<file path="src/rtl/paint_cmd_arbiter.sv">
// paint_cmd_arbiter
// Schedules paint commands from two sources onto the canvas memory, one at a
// time. Bluetooth commands arrive as single-cycle pulses and are caught in a
// one-deep holding register. Keypad commands use a valid/ready handshake.
// The two sources are served round-robin.
//
// Commands: MOVE (1) sets the cursor. DRAW (2) writes cur_color at (x,y) and
// moves the cursor there. PICKCOLOR (3) reads (x,y) into cur_color. Any other
// id is rejected with cmd_err.
//
// Ports
//   clk, rst_n                       clock, asynchronous active-low reset
//   bt_ready, bt_cmd, bt_x, bt_y     BT command pulse (no backpressure)
//   kp_valid, kp_ready, kp_cmd,
//   kp_x, kp_y                       keypad command handshake
//   mem_req, mem_we, mem_addr,
//   mem_wdata, mem_ack, mem_rdata    canvas port; req held until ack
//   cursor_x, cursor_y, cur_color    drawing state
//   busy, cmd_done, cmd_err,
//   bt_overrun                       status pulses / level
module paint_cmd_arbiter #(
  parameter int                 COORD_W     = 6,
  parameter int                 COLOR_W     = 12,
  parameter logic [COLOR_W-1:0] RESET_COLOR = 12'hFFF
) (
  input  logic                 clk,
  input  logic                 rst_n,
  input  logic                 bt_ready,
  input  logic [2:0]           bt_cmd,
  input  logic [COORD_W-1:0]   bt_x,
  input  logic [COORD_W-1:0]   bt_y,
  input  logic                 kp_valid,
  output logic                 kp_ready,
  input  logic [2:0]           kp_cmd,
  input  logic [COORD_W-1:0]   kp_x,
  input  logic [COORD_W-1:0]   kp_y,
  output logic                 mem_req,
  output logic                 mem_we,
  output logic [2*COORD_W-1:0] mem_addr,
  output logic [COLOR_W-1:0]   mem_wdata,
  input  logic                 mem_ack,
  input  logic [COLOR_W-1:0]   mem_rdata,
  output logic [COORD_W-1:0]   cursor_x,
  output logic [COORD_W-1:0]   cursor_y,
  output logic [COLOR_W-1:0]   cur_color,
  output logic                 busy,
  output logic                 cmd_done,
  output logic                 cmd_err,
  output logic                 bt_overrun
);

  typedef enum logic [1:0] {ST_IDLE, ST_EXEC, ST_MEM, ST_DONE} state_t;

  localparam logic [2:0] CMD_MOVE = 3'd1;
  localparam logic [2:0] CMD_DRAW = 3'd2;
  localparam logic [2:0] CMD_PICK = 3'd3;
  localparam logic       PTR_BT   = 1'b0;
  localparam logic       PTR_KP   = 1'b1;

  state_t               state_q, state_d;
  logic                 ptr_q, ptr_d;
  logic                 bt_full_q, bt_full_d;
  logic [2:0]           bt_cmd_q, bt_cmd_d;
  logic [COORD_W-1:0]   bt_x_q, bt_x_d, bt_y_q, bt_y_d;
  logic [2:0]           ex_cmd_q, ex_cmd_d;
  logic [COORD_W-1:0]   ex_x_q, ex_x_d, ex_y_q, ex_y_d;
  logic [COORD_W-1:0]   cur_x_q, cur_x_d, cur_y_q, cur_y_d;
  logic [COLOR_W-1:0]   color_q, color_d;

  logic idle;
  logic grant_bt;
  logic grant_kp;

  // Arbitration is only live in IDLE. The pointer only matters when both
  // sources request; a lone requester always wins.
  assign idle     = (state_q == ST_IDLE);
  assign grant_bt = idle && bt_full_q && (!kp_valid || (ptr_q == PTR_BT));
  assign grant_kp = idle && kp_valid && (!bt_full_q || (ptr_q == PTR_KP));

  assign kp_ready   = grant_kp;
  // A pulse is lost only if the holding register stays occupied.
  assign bt_overrun = bt_ready && bt_full_q && !grant_bt;

  assign busy      = !idle;
  assign cmd_done  = (state_q == ST_DONE);
  assign mem_req   = (state_q == ST_MEM);
  assign mem_we    = mem_req && (ex_cmd_q == CMD_DRAW);
  assign mem_addr  = mem_req ? {ex_y_q, ex_x_q} : '0;
  assign mem_wdata = mem_we ? color_q : '0;
  assign cursor_x  = cur_x_q;
  assign cursor_y  = cur_y_q;
  assign cur_color = color_q;

  always_comb begin
    state_d   = state_q;
    ptr_d     = ptr_q;
    bt_full_d = bt_full_q;
    bt_cmd_d  = bt_cmd_q;
    bt_x_d    = bt_x_q;
    bt_y_d    = bt_y_q;
    ex_cmd_d  = ex_cmd_q;
    ex_x_d    = ex_x_q;
    ex_y_d    = ex_y_q;
    cur_x_d   = cur_x_q;
    cur_y_d   = cur_y_q;
    color_d   = color_q;
    cmd_err   = 1'b0;

    // The holding register can be refilled in the very cycle it is granted,
    // so a back-to-back pulse is not counted as an overrun.
    if (grant_bt) begin
      bt_full_d = 1'b0;
    end
    if (bt_ready && (!bt_full_q || grant_bt)) begin
      bt_full_d = 1'b1;
      bt_cmd_d  = bt_cmd;
      bt_x_d    = bt_x;
      bt_y_d    = bt_y;
    end

    case (state_q)
      ST_IDLE: begin
        if (grant_bt) begin
          ex_cmd_d = bt_cmd_q;
          ex_x_d   = bt_x_q;
          ex_y_d   = bt_y_q;
          ptr_d    = PTR_KP;
          state_d  = ST_EXEC;
        end else if (grant_kp) begin
          ex_cmd_d = kp_cmd;
          ex_x_d   = kp_x;
          ex_y_d   = kp_y;
          ptr_d    = PTR_BT;
          state_d  = ST_EXEC;
        end
      end
      ST_EXEC: begin
        case (ex_cmd_q)
          CMD_MOVE: begin
            cur_x_d = ex_x_q;
            cur_y_d = ex_y_q;
            state_d = ST_DONE;
          end
          CMD_DRAW, CMD_PICK: state_d = ST_MEM;
          default: begin
            cmd_err = 1'b1;
            state_d = ST_IDLE;
          end
        endcase
      end
      ST_MEM: begin
        if (mem_ack) begin
          if (ex_cmd_q == CMD_DRAW) begin
            cur_x_d = ex_x_q;
            cur_y_d = ex_y_q;
          end else begin
            color_d = mem_rdata;
          end
          state_d = ST_DONE;
        end
      end
      ST_DONE: state_d = ST_IDLE;
      default: state_d = ST_IDLE;
    endcase
  end

  always_ff @(posedge clk or negedge rst_n) begin
    if (!rst_n) begin
      state_q   <= ST_IDLE;
      ptr_q     <= PTR_BT;
      bt_full_q <= 1'b0;
      bt_cmd_q  <= '0;
      bt_x_q    <= '0;
      bt_y_q    <= '0;
      ex_cmd_q  <= '0;
      ex_x_q    <= '0;
      ex_y_q    <= '0;
      cur_x_q   <= '0;
      cur_y_q   <= '0;
      color_q   <= RESET_COLOR;
    end else begin
      state_q   <= state_d;
      ptr_q     <= ptr_d;
      bt_full_q <= bt_full_d;
      bt_cmd_q  <= bt_cmd_d;
      bt_x_q    <= bt_x_d;
      bt_y_q    <= bt_y_d;
      ex_cmd_q  <= ex_cmd_d;
      ex_x_q    <= ex_x_d;
      ex_y_q    <= ex_y_d;
      cur_x_q   <= cur_x_d;
      cur_y_q   <= cur_y_d;
      color_q   <= color_d;
    end
  end

endmodule

</file>
<file path="config.mk">
export PLATFORM = sky130hd
export DESIGN_NAME = paint_cmd_arbiter
export DESIGN_NICKNAME = d
export VERILOG_FILES = /design/src/rtl/paint_cmd_arbiter.sv
export SDC_FILE = /design/constraint.sdc
export NUM_CORES = 1
export LEC_CHECK = 0
export CORE_ASPECT_RATIO = 1.4
export CORE_MARGIN = 5
export CORE_UTILIZATION = 48
export CTS_BUF_LIST = sky130_fd_sc_hd__clkbuf_16
export CTS_CLUSTER_DIAMETER = 60
export DETAILED_ROUTE_END_ITERATION = 10
export GPL_ROUTABILITY_DRIVEN = 0
export PLACE_DENSITY = 0.86
export SKIP_LAST_GASP = 1
export SLEW_MARGIN = 10
export SYNTH_ARGS = -nofsm -noshare
export SYNTH_HDL_FRONTEND = slang
export SYNTH_SLANG_ARGS = --single-unit
export TNS_END_PERCENT = 20
</file>
<file path="constraint.sdc">
create_clock -name clk -period 5.6 [get_ports clk]
set_clock_uncertainty 0.2 [all_clocks]
set_input_delay 0.56 -clock clk [delete_from_list [all_inputs] [get_ports clk]]
set_output_delay 0.56 -clock clk [all_outputs]
set_load 0.01 [all_outputs]
</file>
# After elaboration in Yosys (flattened, before gate mapping)

Cells that the tools add are included.

Output and inout port bits: 55
Input bits: 47
Flip-flop bits (word level): 58
Logic and storage cells: 76

Equality and inequality tests: 10
Multiplexer cells: 27
Reductions and logical operators: 25
Bitwise operators: 2

Operator list:

| kind                                                            | number |
|---|---|
| 6-bit two-way mux                                               | 10 |
| 12-bit two-way mux                                              | 2 |
| 6-bit case mux with 2 select lines                              | 2 |
| 1-bit logical AND                                               | 8 |
| 2-bit case mux with 4 select lines                              | 1 |
| 3-bit by 2-bit == test with 1-bit output, second input constant | 2 |
| 1-bit two-way mux                                               | 6 |
| 2-bit two-way mux                                               | 3 |
| 3-bit two-way mux                                               | 2 |
| 2-bit nonzero test                                              | 3 |
| 2-bit == test, second input constant                            | 2 |
| 1-bit zero test                                                 | 4 |
| 2-bit by 1-bit != test with 1-bit output, second input constant | 2 |
| 2-bit case mux with 2 select lines                              | 1 |
| 2-bit AND reduction                                             | 2 |
| 4-bit AND reduction                                             | 1 |
| 3-bit by 1-bit == test with 1-bit output, second input constant | 1 |
| 1-bit logical OR                                                | 3 |
| 3-bit by 2-bit != test with 1-bit output, second input constant | 1 |
| 3-bit AND reduction                                             | 1 |
| 3-bit OR reduction                                              | 1 |
| 2-bit by 1-bit == test with 1-bit output, second input constant | 1 |
| 2-bit zero test                                                 | 1 |
| 2-bit != test, second input constant                            | 1 |
| 2 further kinds                                                 | 3 |

# Logic depth before layout (Yosys ltp)

Gate-level depths: netlist (run 1).

Word-level depth: 6
Gate-level depth with buffers: 5
Gate-level depth less buffers: 4

# Worst setup path after synthesis (run 1)

Ideal clock, no wire load.

Path type: flip-flop to output port
From: register ex_cmd_q[2]
To: output mem_wdata[10]
Path buffers: 1
Cell stages (with the launch flop): 5
Data required time: 4.840 ns
Path slack: 3.500 ns
Arrival: 1.340 ns
Cells stage by stage: dfrtp_1 > or3b_4 > nor2_1 > buf_2 > and2_1

Longest elaborated chain between the ends: 3

RTL lines:

| element                                  | line | RTL |
|---|---|---|
| start, declared                          | 65   | `logic [2:0] ex_cmd_q, ex_cmd_d;` |
| start signal, assigned                   | 188  | `ex_cmd_q <= ex_cmd_d;` |
| 3-bit by 2-bit == test with 1-bit output | 87   | `assign mem_we = mem_req && (ex_cmd_q == CMD_DRAW);` |
| 1-bit logical AND                        | 87   |  |
| named net mem_we                         | 38   | `output logic mem_we,` |
| 12-bit two-way mux                       | 89   | `assign mem_wdata = mem_we ? color_q : '0;` |
| end, declared                            | 40   | `output logic [COLOR_W-1:0] mem_wdata,` |

The timed path passes the listed nets, and every way through them passes these cells.

# Worst setup path after layout (run 1)

From: input kp_valid
To: output bt_overrun

Longest elaborated chain between the ends: 5

RTL lines:

| element           | line | RTL |
|---|---|---|
| start, declared   | 32   | `input logic kp_valid,` |
| 1-bit zero test   | 77   | `assign grant_bt = idle && bt_full_q && (!kp_valid \|\| (ptr_q == PTR_BT));` |
| 1-bit logical OR  | 77   |  |
| 1-bit logical AND | 77   |  |
| 1-bit zero test   | 82   | `assign bt_overrun = bt_ready && bt_full_q && !grant_bt;` |
| 1-bit logical AND | 82   |  |
| end, declared     | 49   | `output logic bt_overrun` |

Every way passes these cells.

==> results.md, run 1 <==
- Status: finished, final reports clean
- Antenna cells: 0
- Final wirelength: 6.52 mm
- Crit path max-delay cell type: a211oi_4
- Die area: 7340 um2
- Leading area contributor after synthesis: dfrtp_1
- Crit path buf inv count: 2
- CP Cell Sequence: clkdlybuf4s50_1 > a211oi_4 > nor3b_1 > clkdlybuf4s50_1
- H-tree Lvls: 3
- Sw Share: 31.7%
- Clock share of power: 20.8%
- Initial antenna violation count: 0
- Worst-path maximum fanout: 19
- Residual DRC: 0
- Post-DP HPWL: 4.90 mm
- Psw: 695 uW
- Longest Clk Path Bufs: 2
- Slew margin rel.: 45.3%
- Post-synthesis register bit count: 58
- R2R Path Start: bt_full_q$_DFFE_PN0P_
- CP Data Arrival Time: 2.64 ns
- Final nets: 358
- Peak supply drop: 0.318 mV
- Rows: 32
- Reg2reg end: bt_x_q[0]$_DFFE_PN0P_
- Initial drt markers: 99
- Initial Util: 49.6%
- CTS hold repair buffers: 0
- First-pass GRT wire length: 10.8 mm
- Mean Syn Cell Area: 13.1 um2
- Synth top area share: 42.0%
- Final setup TNS: 0 ns
- Largest cells by area after synthesis: dfrtp_1 42%, dfstp_2 12%, mux2_4 11%, mux2_2 7.8%, and2_1 5.7%
- Buffers on Ports: 101
- Clock Sinks: 58
- Layout cells sized above 1: 24.1%
- Area Growth Syn to Fin: 46.8%
- Worst skew pair latency: 0.32 ns
- Core area: 5530 um2
- Max-cap viol count: 0
- Synth Cell Area: 2740 um2
- Resize count post-CTS: 0
- CP Launch Type: primary input
- Internal: 1.50 mW
- Tot GR Track Use: 19.2%
- Congestion Overflow GR: 0
- Worst hold margin: 0.173 ns
- Die Y: 99.4 um
- Syn Nets: 257
- HP Class: primary input to asynchronous set/reset pin
- Combinational Power Share: 41.1%
- DR vias: 2082
- Yosys warns: 0
- Post-route ant nets: 0
- Depth of the most critical reg-to-reg path: 3
- Sequential area share after synthesis: 53.5%
- Top Family by Delay on Critical Path: buffers and inverters
- Leak: 1.68 nW
- Most frequent cells in the layout: 100 x clkdlybuf4s50_1, 46 x dfrtp_1, 25 x and2_1, 20 x mux2_4, 19 x mux2_2
- Critical Path End Type: output pin
- Setup bufs post-CTS: 0
- Final-report setup violation count: 0
- Clock Pin Slew Worst Setup and Hold Paths: 0.05 ns
- Final min period: 3.40 ns
- Power density over the cells: 544 nW/um2
- Cells after Synth: 210
- Slew @ Worst Pin: 0.818 ns
- Crit path kind: primary input to output pin
- Root Buffer: clkbuf_16
- Crit share post-route: 60.7%
- Max incr delay on CP: 0.81 ns
- Drt pass-1 iters: 4
- CP Data Required Time: 4.84 ns
- Most used cell, CP: clkdlybuf4s50_1
- Most common cell after layout, fill and taps aside: clkdlybuf4s50_1
- Final Util: 72.8%
- Max Slew Vio Count: 0
- CTS tree: yes
- Max Clk Rate: 0.294 GHz
- # IOs: 102
- R2r setup slk: 3.26 ns
- Number of global-route vias before repair: 2154
- Unrepaired setup endpoints after global routing: no
- Final Hold Fails: 0
- Routed WL per cell: 17.0 um
- Sequential share of power: 38.1%
- Die Wd: 73.9 um
- Num CTS Buffers: 9
- Vias per inst: 5.42
- Largest net degree at the start of global routing: 59
- Synth cell types: 28
==> worst max-delay path by stage <==
stage / cells past startpoint / to / start / slack, ns
floorplan: 4 / mem_wdata[10] / ex_cmd_q[2]$_DFFE_PN0P_ / 3.50
global placement: 4 / bt_overrun / kp_valid / 2.30
detailed placement: 4 / bt_overrun / kp_valid / 2.22
CTS: 4 / bt_overrun / kp_valid / 2.19
global route: 4 / bt_overrun / kp_valid / 2.05
finish: 4 / bt_overrun / kp_valid / 2.20
==> cell type report <==
type / count / area, um2
inverter: 5 / 18.8
clock buffer: 9 / 225
multi-input combinational: 134 / 1180
fill: 417 / 1500
sequential: 58 / 1470
clock inverter: 7 / 27.5
tap: 68 / 85.1
timing repair buffer: 103 / 1020
==> flip-flops by register name (all words and copies together) (netlist names), 6 cells and up, named ones only <==
register   count
cur_color     12
cursor_y       6
bt_x_q         6
bt_y_q         6
ex_x_q         6
ex_y_q         6
cursor_x       6
==> cell families (layout without fill, tap and decap cells) <==
logic type	Yosys count	after routing	synth area share, %
multiplexers	39	39	18.8
AO/OA/AOI/OAI	32	32	10.5
buffers and inverters	18	124	3.47
AND/OR/NAND/NOR	63	63	13.8
flip-flops	58	58	53.5
==> per-layer routing <==
| metal | track usage (%) | up-vias | share of wire, % |
|---|---|---|---|
| met3 | 4.35 | 17 | 6.9 |
| li1 | - | 960 | - |
| met4 | 11.2 | 0 | 3.2 |
| met5 | 0 | - | 0 |
| met1 | 22.9 | 1022 | 38 |
| met2 | 31.1 | 83 | 52 |
==> metrics by stage <==
step | setup WS, ns | instance area, um2 | cells | power (mW)
5_1_grt | 2.05 | 4020 | 384 | 2.33
3_5_place_dp | 2.22 | 3770 | 368 | 1.74
2_1_floorplan | 3.50 | 2740 | 210 | 1.36
3_3_place_gp | 2.30 | 3770 | 368 | 1.70
4_1_cts | 2.19 | 4020 | 384 | 2.21
6_report | 2.20 | 4020 | 384 | 2.19
==> power by group through the flow <==
stage	Combinational, mW	Clock (mW)	Sequential (mW)
2_1_floorplan	0.542	0	0.816
3_3_place_gp	0.877	0	0.822
3_5_place_dp	0.906	0	0.837
4_1_cts	0.912	0.468	0.834
5_1_grt	0.976	0.486	0.867
6_report	0.900	0.456	0.835
==> synth_stat cells <==
library cell  count
nand2_1           1
buf_6             3
nand3_1          16
o32ai_2           1
nand3b_1          8
a22o_1            1
mux2_2           19
o32a_1            1
or3b_4            1
o21ai_4           1
nand2b_1          3
nor2_1            7
o2111ai_1         8
o31ai_1           1
o21bai_1          1
dfstp_2          12
o211ai_1          1
dfrtp_1          46
mux2_4           20
nor3b_1           1
o21ai_0           9
buf_2             4
and2_1           25
nor2b_4           1
a211oi_4          1
inv_1             5
clkbuf_1          6
o221a_2           7
No activity file was read; power rests on OpenSTA's default activity.
==> inputs of run 2 (changes only) <==
--- a/config.mk
+++ b/config.mk
@@ -7,12 +7,12 @@
 export LEC_CHECK = 0
 export CORE_ASPECT_RATIO = 1.4
 export CORE_MARGIN = 5
-export CORE_UTILIZATION = 48
+export CORE_UTILIZATION = 40
 export CTS_BUF_LIST = sky130_fd_sc_hd__clkbuf_16
 export CTS_CLUSTER_DIAMETER = 60
 export DETAILED_ROUTE_END_ITERATION = 10
 export GPL_ROUTABILITY_DRIVEN = 0
-export PLACE_DENSITY = 0.86
+export PLACE_DENSITY = 0.76
 export SKIP_LAST_GASP = 1
 export SLEW_MARGIN = 10
 export SYNTH_ARGS = -nofsm -noshare
==> constraint.sdc (replaced) <==
create_clock -name clk -period 2.94 [get_ports clk]
set_clock_uncertainty 0.2 [all_clocks]
set_input_delay 0.294 -clock clk [delete_from_list [all_inputs] [get_ports clk]]
set_output_delay 0.294 -clock clk [all_outputs]
set_load 0.01 [all_outputs]
==> results.md, run 2 (same netlist as run 1, synthesis figures left out) <==
- Status: finished, violations left (was finished, final reports clean)
- Failing checks: negative hold slack
- Final wirelength: 6.60 mm (was 6.52 mm)
- Vias per inst: 4.99 (was 5.42)
- Routed WL per cell: 15.9 um (was 17.0 um)
- Initial antenna violation count: 0 (unchanged)
- Residual DRC: 0 (unchanged)
- Slew @ Worst Pin: 1.08 ns (was 0.818 ns)
- CP Launch Type: register (was primary input)
- Core area: 6610 um2 (was 5530 um2)
- Rows: 35 (was 32)
- Num CTS Buffers: 9 (unchanged)
- Largest net degree at the start of global routing: 51 (was 59)
- Crit path max-delay cell type: clkdlybuf4s50_1 (was a211oi_4)
- Most common cell after layout, fill and taps aside: clkdlybuf4s50_1 (unchanged)
- Initial Util: 41.5% (was 49.6%)
- Max incr delay on CP: 0.53 ns (was 0.81 ns)
- Longest Clk Path Bufs: 2 (unchanged)
- Most frequent cells in the layout: 100 x clkdlybuf4s50_1, 46 x dfrtp_1, 25 x and2_1, 20 x mux2_4, 19 x mux2_2 (unchanged)
- Resize count post-CTS: 0 (unchanged)
- Final-report setup violation count: 0 (unchanged)
- Final Hold Fails: 26 (was 0)
- Crit path capture: mem_wdata[1] (was bt_overrun)
- CP Launch Point: ex_cmd_q[2]$_DFFE_PN0P_ (was kp_valid)
- Layout cells sized above 1: 26.1% (was 24.1%)
- Crit share post-route: 89.3%
- Drt pass-1 iters: 6 (was 4)
- Post-route ant nets: 0 (unchanged)
- Worst hold margin: -0.0194 ns (was 0.173 ns)
- Final setup TNS: 0 ns (unchanged)
- Number of global-route vias before repair: 2139 (was 2154)
- Crit path kind: register to output pin (was primary input to output pin)
- Finished Layout Cells: 414 (was 384)
- # IOs: 102 (unchanged)
- Final nets: 364 (was 358)
- Initial drt markers: 86 (was 99)
- Critical Path End Type: output pin (unchanged)
- R2r setup slk: 0.91 ns (was 3.26 ns)
- R2R Path Start: ptr_q$_DFFE_PN0P_ (was bt_full_q$_DFFE_PN0P_)
- CTS hold repair buffers: 0 (unchanged)
- Clock Sinks: 58 (unchanged)
- Congestion Overflow GR: 0 (unchanged)
- Post-Place Cells: 398 (was 368)
- Max Slew Vio Count: 0 (unchanged)
- Final min period: 2.62 ns
- CP Data Required Time: 2.45 ns (was 4.84 ns)
- Reg2reg end: bt_x_q[0]$_DFFE_PN0P_ (unchanged)
- Antenna cells: 0 (unchanged)
- First-pass GRT wire length: 10.6 mm (was 10.8 mm)
- Peak supply drop: 0.418 mV (was 0.318 mV)
- Max-cap viol count: 0 (unchanged)
- Post-DP HPWL: 5.27 mm (was 4.90 mm)
- HP Class: primary input to asynchronous set/reset pin (unchanged)
- Buffers on Ports: 101 (unchanged)
- Die Y: 108 um (was 99.4 um)
- Max reg flops: 12 (unchanged)
- Depth of the most critical reg-to-reg path: 3 (unchanged)
- Area Growth Syn to Fin: 50.5% (was 46.8%)
- Setup bufs post-CTS: 0 (unchanged)
- CP Data Arrival Time: 2.13 ns (was 2.64 ns)
- Unrepaired setup endpoints after global routing: no (unchanged)
- Die Wd: 80.0 um (was 73.9 um)
- Power density over the cells: 1040 nW/um2 (was 544 nW/um2)
- Clock Pin Slew Worst Setup and Hold Paths: 0.05 ns (about the same)
- Slew margin rel.: 28.2% (was 45.3%)
- Worst skew pair latency: 0.32 ns (about the same)
- DR vias: 2067 (was 2082)
- CP Cell Sequence: or3b_4 > nor2_1 > buf_4 > and2_1 > clkdlybuf4s50_1 (was clkdlybuf4s50_1 > a211oi_4 > nor3b_1 > clkdlybuf4s50_1)
- Tot GR Track Use: 16.0% (was 19.2%)
- Leak: 1.73 nW (was 1.68 nW)
- Max Clk Rate: 0.381 GHz
- Root Buffer: clkbuf_16 (unchanged)
- Die area: 8630 um2 (was 7340 um2)
- H-tree Lvls: 3 (unchanged)
- Worst-path maximum fanout: 13 (was 19)
- CTS tree: yes (unchanged)
run 2: changes by cell type in the layout (fill, tap and decap cells not counted):
cell / previous run / this run
clkinv_2: 1 / 2
buf_4: 2 / 8
inv_1: 6 / 8
clkinv_1: 5 / 1
bufinv_16: 0 / 1
run 2: how the worst min path moves through the flow:
stage                                 endpoint  slack, ns  cells past startpoint
CTS                    cursor_y[3]$_DFFE_PN0P_       0.01                      1
finish                 cursor_x[3]$_DFFE_PN0P_      -0.02                      1
global route           cursor_x[3]$_DFFE_PN0P_       0.07                      1
floorplan           asynchronous set/reset pin      -0.20                      0
global placement         bt_x_q[1]$_DFFE_PN0P_       0.28                      1
detailed placement       bt_x_q[1]$_DFFE_PN0P_       0.28                      1
run 2: cell type report:
class                      count  area (um2)
inverter                       5        18.8
sequential                    58        1470
clock buffer                   9         225
timing repair buffer         109        1070
fill                         540        2490
multi-input combinational    134        1180
clock inverter                 7        55.1
tap                           92         115
run 2: through the flow:
| step | worst slack (ns) | power (mW) | utilization (%) | hold WS, ns | area, um2 |
|---|---|---|---|---|---|
| final | 0.315 | 4.28 | 62.4 | -0.0194 | 4130 |
| after global routing | 0.186 | 4.54 | 62.4 | 0.0749 | 4130 |
| after CTS | 0.290 | 4.34 | 62.4 | 0.0108 | 4130 |
| after detailed placement | 0.625 | 3.36 | 58.2 | 0.284 | 3850 |
| after global placement | 0.661 | 3.31 | 58.2 | 0.284 | 3850 |
| after floorplan | 1.11 | 2.59 | - | -0.202 | 2740 |
run 2: layer usage:
| metal | share of wire, % | GRT usage (%) | up-vias | wire length (um) |
|---|---|---|---|---|
| met1 | 38 | 16.8 | 1004 | 2520 |
| met4 | 1.3 | 6.40 | 0 | 85 |
| li1 | - | - | 980 | - |
| met5 | 0 | 0 | - | 0 |
| met3 | 8.1 | 5.58 | 7 | 532 |
| met2 | 53 | 28.7 | 76 | 3470 |
run 2: power breakdown:
| group | switching [mW] | internal [mW] |
|---|---|---|
| clock | 0.319 | 0.637 |
| sequential | 0.297 | 1.26 |
| combinational | 0.699 | 1.07 |
run 2: critical path: cells and delay by family (launching register included):
| family | cells | cell delay [ns] |
|---|---|---|
| buf+inv | 2 | 0.70 |
| simple gates | 3 | 0.68 |
| flops | 1 | 0.44 |
==> inputs of run 3 (changes only) <==
--- a/config.mk
+++ b/config.mk
@@ -6,13 +6,11 @@
 export NUM_CORES = 1
 export LEC_CHECK = 0
 export CORE_ASPECT_RATIO = 1.4
-export CORE_MARGIN = 5
-export CORE_UTILIZATION = 40
+export CORE_UTILIZATION = 30
 export CTS_BUF_LIST = sky130_fd_sc_hd__clkbuf_16
 export CTS_CLUSTER_DIAMETER = 60
 export DETAILED_ROUTE_END_ITERATION = 10
 export GPL_ROUTABILITY_DRIVEN = 0
-export PLACE_DENSITY = 0.76
 export SKIP_LAST_GASP = 1
 export SLEW_MARGIN = 10
 export SYNTH_ARGS = -nofsm -noshare
==> results.md, run 3 (same netlist as run 1, synthesis figures left out) <==
- Crit path kind: register to output pin (unchanged)
- Most frequent cells in the layout: 100 x clkdlybuf4s50_1, 46 x dfrtp_1, 25 x and2_1, 20 x mux2_4, 19 x mux2_2 (unchanged)
- Die area: 9530 um2 (was 8630 um2)
- Resize count post-CTS: 0 (unchanged)
- H-tree Lvls: 3 (unchanged)
- GR peak layer: met2 (unchanged)
- Worst skew pair latency: 0.32 ns (about the same)
- R2r setup slk: 0.98 ns (was 0.91 ns)
- Max reg flops: 12 (unchanged)
- Psw: 1.31 mW (was 1.32 mW)
- Layout cells sized above 1: 26.1% (unchanged)
- Met2 Resource Use GR: 23.1% (was 28.7%)
- Final min period: 2.63 ns (was 2.62 ns)
- Vias per inst: 4.72 (was 4.99)
- Longest Clk Path Bufs: 2 (unchanged)
- Antenna cells: 0 (unchanged)
- Residual DRC: 0 (unchanged)
- Final nets: 364 (unchanged)
- HP Class: register to register (was primary input to asynchronous set/reset pin)
- Sequential share of power: 35.5% (was 36.4%)
- Crit path buf inv count: 2 (unchanged)
- Top Family by Delay on Critical Path: buffers and inverters (unchanged)
- Initial drt markers: 84 (was 86)
- Number of global-route vias before repair: 1962 (was 2139)
- Tot GR Track Use: 13.8% (was 16.0%)
- CP Launch Type: register (unchanged)
- Area Growth Syn to Fin: 52.3% (was 50.5%)
- Final Util: 47.9% (was 62.4%)
- CP Cell Sequence: or3b_4 > nor2_1 > buf_4 > and2_1 > clkdlybuf4s50_1 (unchanged)
- Num CTS Buffers: 9 (unchanged)
- Setup bufs post-CTS: 0 (unchanged)
- Hold Path Stages: 1
- Finished Layout Cells: 427 (was 414)
- Depth of the most critical reg-to-reg path: 3 (unchanged)
- Post-Place Cells: 410 (was 398)
- Final setup TNS: 0 ns (unchanged)
- Routed WL per cell: 14.9 um (was 15.9 um)
- # fillers: 797 (was 540)
- Initial antenna violation count: 0 (unchanged)
- Worst-path maximum fanout: 13 (unchanged)
- Post-route ant nets: 0 (unchanged)
- Status: finished, final reports clean (was finished, violations left)
- Critical Path End Type: output pin (unchanged)
- First-pass GRT wire length: 9.84 mm (was 10.6 mm)
- Clock Pin Slew Worst Setup and Hold Paths: 0.05 ns (about the same)
- Core area: 8710 um2 (was 6610 um2)
- Max incr delay on CP: 0.53 ns (about the same)
- Final-report setup violation count: 0 (unchanged)
- Met3 Resource Use GR: 3.97% (was 5.58%)
- Clock Sinks: 58 (unchanged)
- Slew margin rel.: 51.5% (was 28.2%)
- Sw Share: 30.0% (was 30.7%)
- Internal: 3.06 mW (was 2.97 mW)
- Congestion Overflow GR: 0 (unchanged)
- R2R Path Start: ptr_q$_DFFE_PN0P_ (unchanged)
- Unrepaired setup endpoints after global routing: no (unchanged)
- Combinational Power Share: 40.1% (was 41.3%)
- Peak supply drop: 0.437 mV (was 0.418 mV)
- Final wirelength: 6.35 mm (was 6.60 mm)
- Root Buffer: clkbuf_16 (unchanged)
- Final Hold Fails: 0 (was 26)
- Largest net degree at the start of global routing: 59 (was 51)
- GR Util met1: 16.6% (was 16.8%)
- Die Y: 115 um (was 108 um)
- # IOs: 102 (unchanged)
- Leak: 1.73 nW (about the same)
- Max-cap viol count: 0 (unchanged)
- Max Clk Rate: 0.380 GHz (was 0.381 GHz)
- Hold Startpoint: bt_y_q[4]$_DFFE_PN0P_
- Clock share of power: 24.3% (was 22.3%)
- CP Data Arrival Time: 2.14 ns (was 2.13 ns)
- Most common cell after layout, fill and taps aside: clkdlybuf4s50_1 (unchanged)
- Power density over the cells: 1050 nW/um2 (was 1040 nW/um2)
- DR vias: 2017 (was 2067)
- Hold Path End: bt_y_q[4]$_DFFE_PN0P_
- Final total power: 4.37 mW (was 4.28 mW)
- CTS tree: yes (unchanged)
- Rows: 40 (was 35)
- Crit path max-delay cell type: clkdlybuf4s50_1 (unchanged)
- Slew @ Worst Pin: 0.728 ns (was 1.08 ns)
- Max Slew Vio Count: 0 (unchanged)
- Post-DP HPWL: 4.92 mm (was 5.27 mm)
- Die Wd: 82.8 um (was 80.0 um)
- Crit share post-route: 89.5% (was 89.3%)
- Drt pass-1 iters: 4 (was 6)
- Reg2reg end: bt_x_q[1]$_DFFE_PN0P_ (was bt_x_q[0]$_DFFE_PN0P_)
- Buffers on Ports: 101 (unchanged)
- Initial Util: 31.5% (was 41.5%)
- CP Data Required Time: 2.45 ns (about the same)
-- run 3: per-stage QoR --
step / hold WS, ns / instance area (um2) / setup slack (ns)
finish: 0.295 / 4170 / 0.307
global route: 0.320 / 4170 / 0.190
CTS: 0.301 / 4170 / 0.283
detailed placement: 0.283 / 3850 / 0.450
global placement: 0.284 / 3850 / 0.445
floorplan: -0.202 / 2740 / 1.11
-- run 3: power groups by stage --
stage               Combinational, mW  Sequential, mW  Clock, mW
floorplan                        1.03            1.55          0
global placement                 1.75            1.55          0
detailed placement               1.77            1.57          0
CTS                              1.78            1.56       1.10
global route                     1.90            1.61       1.13
finish                           1.75            1.55       1.06
-- run 3: routing by layer --
metal	wire length, um	vias to the layer above
met2	3190	72
met1	2590	961
met5	0	-
met3	518	4
li1	-	980
met4	44	0
-- run 3: area by class of cell --
type / count / area [um2] / area share (%)
flip-flops and latches: 58 / 1470 / 35.1
multi-input cells: 134 / 1180 / 28.3
repair buffers: 109 / 1070 / 25.6
clock buffers: 9 / 225 / 5.40
well taps: 105 / 131 / 3.15
clock inverters: 7 / 83.8 / 2.01
inverters: 5 / 18.8 / 0.450
-- run 3: worst max-delay path by stage --
stage          cells past startpoint  slack (ns)       endpoint               startpoint
6_report                           5        0.31   mem_wdata[0]  ex_cmd_q[2]$_DFFE_PN0P_
5_1_grt                            5        0.19   mem_wdata[3]  ex_cmd_q[2]$_DFFE_PN0P_
4_1_cts                            5        0.28   mem_wdata[0]  ex_cmd_q[2]$_DFFE_PN0P_
3_5_place_dp                       5        0.45       kp_ready                 kp_valid
3_3_place_gp                       5        0.44       kp_ready                 kp_valid
2_1_floorplan                      4        1.11  mem_wdata[10]  ex_cmd_q[2]$_DFFE_PN0P_
-- run 3: timing repair --
action,in CTS,in global routing
hold endpoints to repair,46,0
hold buffers,1,0
endpoints found under the setup margin,0,0
